<file path="src/rtl/atomic_pkg.sv">
// Shared types and constants for the atomic memory-operation unit.
// Operation encodings, the sequencing state enum and reservation constants.
package atomic_pkg;

  localparam int XLEN_DEFAULT = 32;
  localparam int RESV_TAG_W   = XLEN_DEFAULT - 2;
  localparam int SC_FAIL      = 1;

  typedef enum logic [3:0] {
    LR   = 4'd0,
    SC   = 4'd1,
    SWAP = 4'd2,
    ADD  = 4'd3,
    XOR  = 4'd4,
    AND  = 4'd5,
    OR   = 4'd6,
    MIN  = 4'd7,
    MAX  = 4'd8,
    MINU = 4'd9,
    MAXU = 4'd10
  } amo_op_e;

  typedef enum logic [2:0] {
    IDLE   = 3'd0,
    RD_REQ = 3'd1,
    MODIFY = 3'd2,
    WR_REQ = 3'd3,
    DONE   = 3'd4
  } amo_state_e;

endpackage

</file>
<file path="src/rtl/amo_alu.sv">
// Combinational read-modify-write datapath: y = op(a, b), a = memory value, b = rs2.
// SWAP (and any non-arithmetic encoding) simply passes b through.
module amo_alu
  import atomic_pkg::*;
#(
  parameter int XLEN = XLEN_DEFAULT
) (
  input  logic [3:0]      op,
  input  logic [XLEN-1:0] a,
  input  logic [XLEN-1:0] b,
  output logic [XLEN-1:0] y
);

  always_comb begin
    y = b;
    case (amo_op_e'(op))
      ADD:     y = a + b;
      XOR:     y = a ^ b;
      AND:     y = a & b;
      OR:      y = a | b;
      MIN:     y = ($signed(a) < $signed(b)) ? a : b;
      MAX:     y = ($signed(a) > $signed(b)) ? a : b;
      MINU:    y = (a < b) ? a : b;
      MAXU:    y = (a > b) ? a : b;
      default: y = b;
    endcase
  end

endmodule

</file>
<file path="src/rtl/atomic_unit.sv">
// Atomic unit in the MEM stage: sequences LR/SC and AMO read-modify-write
// transactions on the data-memory port and tracks the LR reservation.
module atomic_unit
  import atomic_pkg::*;
#(
  parameter int XLEN = XLEN_DEFAULT
) (
  input  logic            clk,
  input  logic            reset,
  input  logic            amo_valid,
  input  logic [3:0]      amo_op,
  input  logic [XLEN-1:0] amo_addr,
  input  logic [XLEN-1:0] amo_wdata,
  input  logic            clear_reservation,
  input  logic            snoop_valid,
  input  logic [XLEN-1:0] snoop_addr,
  output logic            mem_req,
  output logic            mem_we,
  output logic [XLEN-1:0] mem_addr,
  output logic [XLEN-1:0] mem_wdata,
  input  logic [XLEN-1:0] mem_rdata,
  input  logic            mem_ack,
  output logic [XLEN-1:0] amo_result,
  output logic            amo_result_valid,
  output logic            atomic_unit_stall,
  output logic            atomic_unit_hazard,
  output logic            amo_misaligned
);

  localparam int TAG_W = XLEN - 2;

  amo_state_e      state_reg;
  logic [3:0]      op_reg;
  logic [XLEN-1:0] addr_reg;
  logic [XLEN-1:0] wdata_reg;
  logic [XLEN-1:0] old_value_reg;
  logic [XLEN-1:0] new_value_reg;
  logic [XLEN-1:0] result_reg;
  logic            misaligned_reg;
  logic            resv_valid_reg;
  logic [TAG_W-1:0] resv_addr_reg;

  logic [XLEN-1:0]  alu_y;
  logic [TAG_W-1:0] snoop_tag;
  logic [TAG_W-1:0] addr_reg_tag;
  logic             resv_kill;
  logic             sc_hit;
  logic             snoop_hits_lr;
  logic             snoop_low_unused;

  assign snoop_tag        = snoop_addr[XLEN-1:2];
  assign addr_reg_tag     = addr_reg[XLEN-1:2];
  assign snoop_low_unused = ^snoop_addr[1:0];
  assign resv_kill        = clear_reservation || (snoop_valid && snoop_tag == resv_addr_reg);
  // A clear or snoop arriving with the SC accept beats the reservation.
  assign sc_hit           = resv_valid_reg && !resv_kill && (resv_addr_reg == amo_addr[XLEN-1:2]);
  assign snoop_hits_lr    = snoop_valid && (snoop_tag == addr_reg_tag);

  amo_alu #(.XLEN(XLEN)) u_alu (
    .op (op_reg),
    .a  (old_value_reg),
    .b  (wdata_reg),
    .y  (alu_y)
  );

  always_ff @(posedge clk) begin
    if (reset) begin
      state_reg      <= IDLE;
      op_reg         <= '0;
      addr_reg       <= '0;
      wdata_reg      <= '0;
      old_value_reg  <= '0;
      new_value_reg  <= '0;
      result_reg     <= '0;
      misaligned_reg <= 1'b0;
      resv_valid_reg <= 1'b0;
      resv_addr_reg  <= '0;
    end else begin
      if (resv_kill)
        resv_valid_reg <= 1'b0;
      case (state_reg)
        IDLE: begin
          if (amo_valid) begin
            op_reg         <= amo_op;
            addr_reg       <= amo_addr;
            wdata_reg      <= amo_wdata;
            misaligned_reg <= 1'b0;
            if (amo_op == SC)
              resv_valid_reg <= 1'b0;
            if (amo_addr[1:0] != 2'b00) begin
              misaligned_reg <= 1'b1;
              result_reg     <= '0;
              state_reg      <= DONE;
            end else if (amo_op == SC) begin
              result_reg <= sc_hit ? '0 : XLEN'(SC_FAIL);
              state_reg  <= sc_hit ? WR_REQ : DONE;
            end else begin
              state_reg <= RD_REQ;
            end
          end
        end
        RD_REQ: begin
          if (mem_ack) begin
            old_value_reg <= mem_rdata;
            result_reg    <= mem_rdata;
            if (op_reg == LR) begin
              // Later assignment overrides the generic kill above only when
              // nothing is clearing the reservation in this same cycle.
              if (!clear_reservation && !snoop_hits_lr) begin
                resv_valid_reg <= 1'b1;
                resv_addr_reg  <= addr_reg_tag;
              end
              state_reg <= DONE;
            end else begin
              state_reg <= MODIFY;
            end
          end
        end
        MODIFY: begin
          new_value_reg <= alu_y;
          state_reg     <= WR_REQ;
        end
        WR_REQ: begin
          if (mem_ack)
            state_reg <= DONE;
        end
        DONE:    state_reg <= IDLE;
        default: state_reg <= IDLE;
      endcase
    end
  end

  // Outputs decode the registered state; reset forces everything low.
  always_comb begin
    mem_req            = 1'b0;
    mem_we             = 1'b0;
    mem_addr           = '0;
    mem_wdata          = '0;
    amo_result         = '0;
    amo_result_valid   = 1'b0;
    atomic_unit_stall  = 1'b0;
    atomic_unit_hazard = 1'b0;
    amo_misaligned     = 1'b0;
    if (!reset) begin
      case (state_reg)
        IDLE:   atomic_unit_stall = amo_valid;
        RD_REQ: begin
          atomic_unit_stall = 1'b1;
          mem_req           = 1'b1;
          mem_addr          = addr_reg;
        end
        MODIFY: atomic_unit_stall = 1'b1;
        WR_REQ: begin
          atomic_unit_stall = 1'b1;
          mem_req           = 1'b1;
          mem_we            = 1'b1;
          mem_addr          = addr_reg;
          mem_wdata         = (op_reg == SC || op_reg == SWAP) ? wdata_reg : new_value_reg;
        end
        DONE: begin
          atomic_unit_hazard = 1'b1;
          amo_result_valid   = 1'b1;
          amo_result         = result_reg;
          amo_misaligned     = misaligned_reg;
        end
        default: ;
      endcase
    end
  end

endmodule

</file>
<file path="config.mk">
export PLATFORM = sky130hd
export DESIGN_NAME = atomic_unit
export DESIGN_NICKNAME = d
export VERILOG_FILES = /design/src/rtl/atomic_pkg.sv /design/src/rtl/amo_alu.sv /design/src/rtl/atomic_unit.sv
export SDC_FILE = /design/constraint.sdc
export NUM_CORES = 1
export LEC_CHECK = 0
export CORE_MARGIN = 2
export CORE_UTILIZATION = 50
export DETAILED_ROUTE_END_ITERATION = 8
export GPL_TIMING_DRIVEN = 0
export PLACE_DENSITY_LB_ADDON = 0.2
export SETUP_SLACK_MARGIN = 0.4
export SYNTH_ARGS = -nofsm -noshare
export SYNTH_HDL_FRONTEND = slang
export SYNTH_HIERARCHICAL = 1
export SYNTH_SLANG_ARGS = --single-unit
</file>
<file path="constraint.sdc">
create_clock -name clk -period 4.47 [get_ports clk]
set_input_delay 0.894 -clock clk [delete_from_list [all_inputs] [get_ports clk]]
set_output_delay 0.894 -clock clk [all_outputs]
set_load 0.02 [all_outputs]
</file>
==> results.toml <==
[status]
status = "finished, final reports clean"

[logic_synthesis]
synth.cell_area_um2 = 14100
synth_cells = 1945
ys_ff_latch = 199
async_reset_ff_share_pct = 0
synth_area_leader_cell = "dfxtp_1"
synth_commonest_cells = "nand2_1, a21oi_1, dfxtp_1"
synth_warnings = 6
synth_top_flop_cell = "dfxtp_1"
synth_nets = 2180
syn_avg_cell_area_um2 = 7.23
synth_edf_count = 0
yosysUniqueCellTypes = 82
seq_area_frac_synth_pct = 28.3
synth.most_common_cell = "nand2_1"
ys_top_cells_by_area = "dfxtp_1, nand2_1, a21oi_1, ha_1, xnor2_1"
synth_top_cell_area_share_pct = 28.3

[critical_path]
critPathKind = "reg -> reg"
end_kind = "register"
r2r_start = "old_value_reg[14]"
worst_setup_path_start_kind = "register"
r2r_end = "new_value_reg[28]"
worstPathRequired_ns = 4.80
cp.arrival_ns = 4.39
cp_max_fo = 10
reg2reg_slack_ns = 0.41
r2r_cells = 14
endpoint = "new_value_reg[28]"
critPathLaunch = "old_value_reg[14]"

[floorplanning]
die-area_um2 = 29500
start_util_pct = 50.8
die_h_um = 172
core-area_um2 = 27700
die_w_um = 172
rows = 61
io_pins = 240

[pwr]
p_total_mw = 4.66
ir_drop_mv = 0.282
leakagePower_nw = 6.52
power.density_nw_per_um2 = 261

[placement]
pre_cts_ws_ns = -0.314
numPortBuffers = 236
gp_congestion = 1.02
hpwl_mm = 44.7

[drt]
vias = 15700
wirelength_mm = 58.4
viasPerCell = 6.02
dr.pass1.iters = 6
routedWlPerCell_um = 22.4
drtIter0Drc = 1637
drc_errors = 0
ant_nets = 0

[timing]
layout_setup_ws_ns = 0.413
relSlewSlack_pct = 10.5
slew_violations = 0
finalSetupTns_ns = 0
rsz0062_at_grt = "no"
skew_ns = 0.0223
finalCritPeriodShare_pct = 90.8
hold_violations = 0
worst_pin_slew_ns = 1.33
setup_viol = 0
fmax_mhz = 247
fin_crit_ns = 4.06

[cts]
clk_path_buf_depth = 2
clk_latency_ns = 0.48
hold_buffers = 0
clock-sinks = 199
cts_buffers = 17
cts_tree = "yes"
h-tree-depth = 4
cts_root_buffer = "clkbuf_16"
clkTransAtPathRegs_ns = 0.09

[global_routing]
grt_pass1_wl_mm = 86.0
grt_pass1_vias = 14900
grt_overflow = 0
track_usage_pct = 39.0
antenna_found_initial = 1
grt_max_degree = 23

[final_layout]
multi_input_area_um2 = 9420
drive_gt1_share_pct = 6.91
fill_cells = 2549
seqCellArea_um2 = 4020
fin_util_pct = 64.6
area_delta_synth_final_pct = 27.3
fin_nets = 2451

[flow_run]
cap_violations = 0

[hold_path]
hold_class = "reg -> reg"
layer usage:
metal,track usage (%),wire length (um)
met5,0,0
met2,64.5,27000
met3,7.46,5360
met1,47.4,22700
met4,21.8,3330
critical path, stage by stage, from the launching register on:
cell,delay [ns]
dfxtp_2,0.43
inv_1,0.08
ha_1,0.37
buf_4,0.20
inv_2,0.04
a221oi_2,0.23
nor2_1,0.09
o31a_1,0.36
o41ai_4,0.63
nor3_1,0.20
nor3_2,0.72
o221a_2,0.31
a221oi_1,0.07
nand2_1,0.09
a21oi_1,0.06
stage by stage:
stage	hold slack, ns	std cells	instance area [um^2]
3_5_place_dp	0.442	2559	16900
6_report	0.457	2608	17900
2_1_floorplan	0.427	1945	14100
3_3_place_gp	0.438	2559	16900
4_1_cts	0.457	2597	17700
5_1_grt	0.475	2607	17900
power breakdown:
group	switching [mW]	internal (mW)
clock network	0.864	0.770
registers	0.0791	1.83
logic	0.698	0.425
total	1.64	3.02
logic make-up (layout without fill, tap and decap cells):
| family | count (synthesis) | after routing | synth area share, % |
|---|---|---|---|
| buffers and inverters | 211 | 495 | 6.22 |
| XOR/XNOR | 103 | 103 | 6.41 |
| AND/OR/NAND/NOR | 765 | 765 | 24.5 |
| AO/OA/AOI/OAI | 532 | 532 | 23.2 |
| flip-flops | 199 | 199 | 28.3 |
| other | 0 | 1 | 0 |
| multiplexers | 38 | 38 | 2.75 |
| adder cells (fa/ha/maj) | 97 | 97 | 8.68 |
worst min path at each step:
stage	startpoint	end	slack [ns]	cells past startpoint
6_report	result_reg[10]	result_reg[10]	0.46	2
3_3_place_gp	result_reg[27]	result_reg[27]	0.44	2
2_1_floorplan	result_reg[24]	result_reg[24]	0.43	2
4_1_cts	result_reg[5]	result_reg[5]	0.46	2
5_1_grt	new_value_reg[24]	new_value_reg[24]	0.47	2
3_5_place_dp	result_reg[23]	result_reg[23]	0.44	2
timing repair:
action                     CTS  global route
pin swaps                    3             8
gates cloned                 0             0
gates resized for setup     24            56
setup endpoints to repair   65            93
setup buffers                6            10
final cells by class:
cell class,count,share of cell area [%]
Clock inverter,15,1.06
Buffer,133,3.36
Timing Repair Buffer,252,13.9
Sequential cell,199,22.4
Multi-Input combinational cell,1535,52.6
Clock buffer,17,2.38
Tap cell,378,2.64
Antenna cell,1,0.0140
Inverter,78,1.64
layout by cell type, fill, tap and decap left out, types with 6 or more instances in the layout:
cell	count
buf_2	16
nor3_1	17
o21ai_0	76
ha_1	94
a221o_1	10
a31oi_1	11
o21a_1	13
nor2_1	72
clkdlybuf4s50_1	236
clkbuf_2	8
buf_4	21
clkbuf_1	92
nor4_1	19
xor2_1	49
nand3_1	18
o221ai_1	8
mux2i_1	35
dfxtp_2	21
o211ai_1	10
or3_1	8
clkbuf_16	17
nor2b_1	9
a2111oi_0	7
a21oi_1	268
nand2b_1	6
a22oi_1	7
a211oi_1	30
a221oi_1	9
and2_1	41
buf_6	6
xnor2_1	53
nand4_1	22
and4_1	6
dfxtp_1	176
and3_1	40
inv_1	75
a21o_1	21
nand2_1	476
Power figures use the tool's default switching activity.
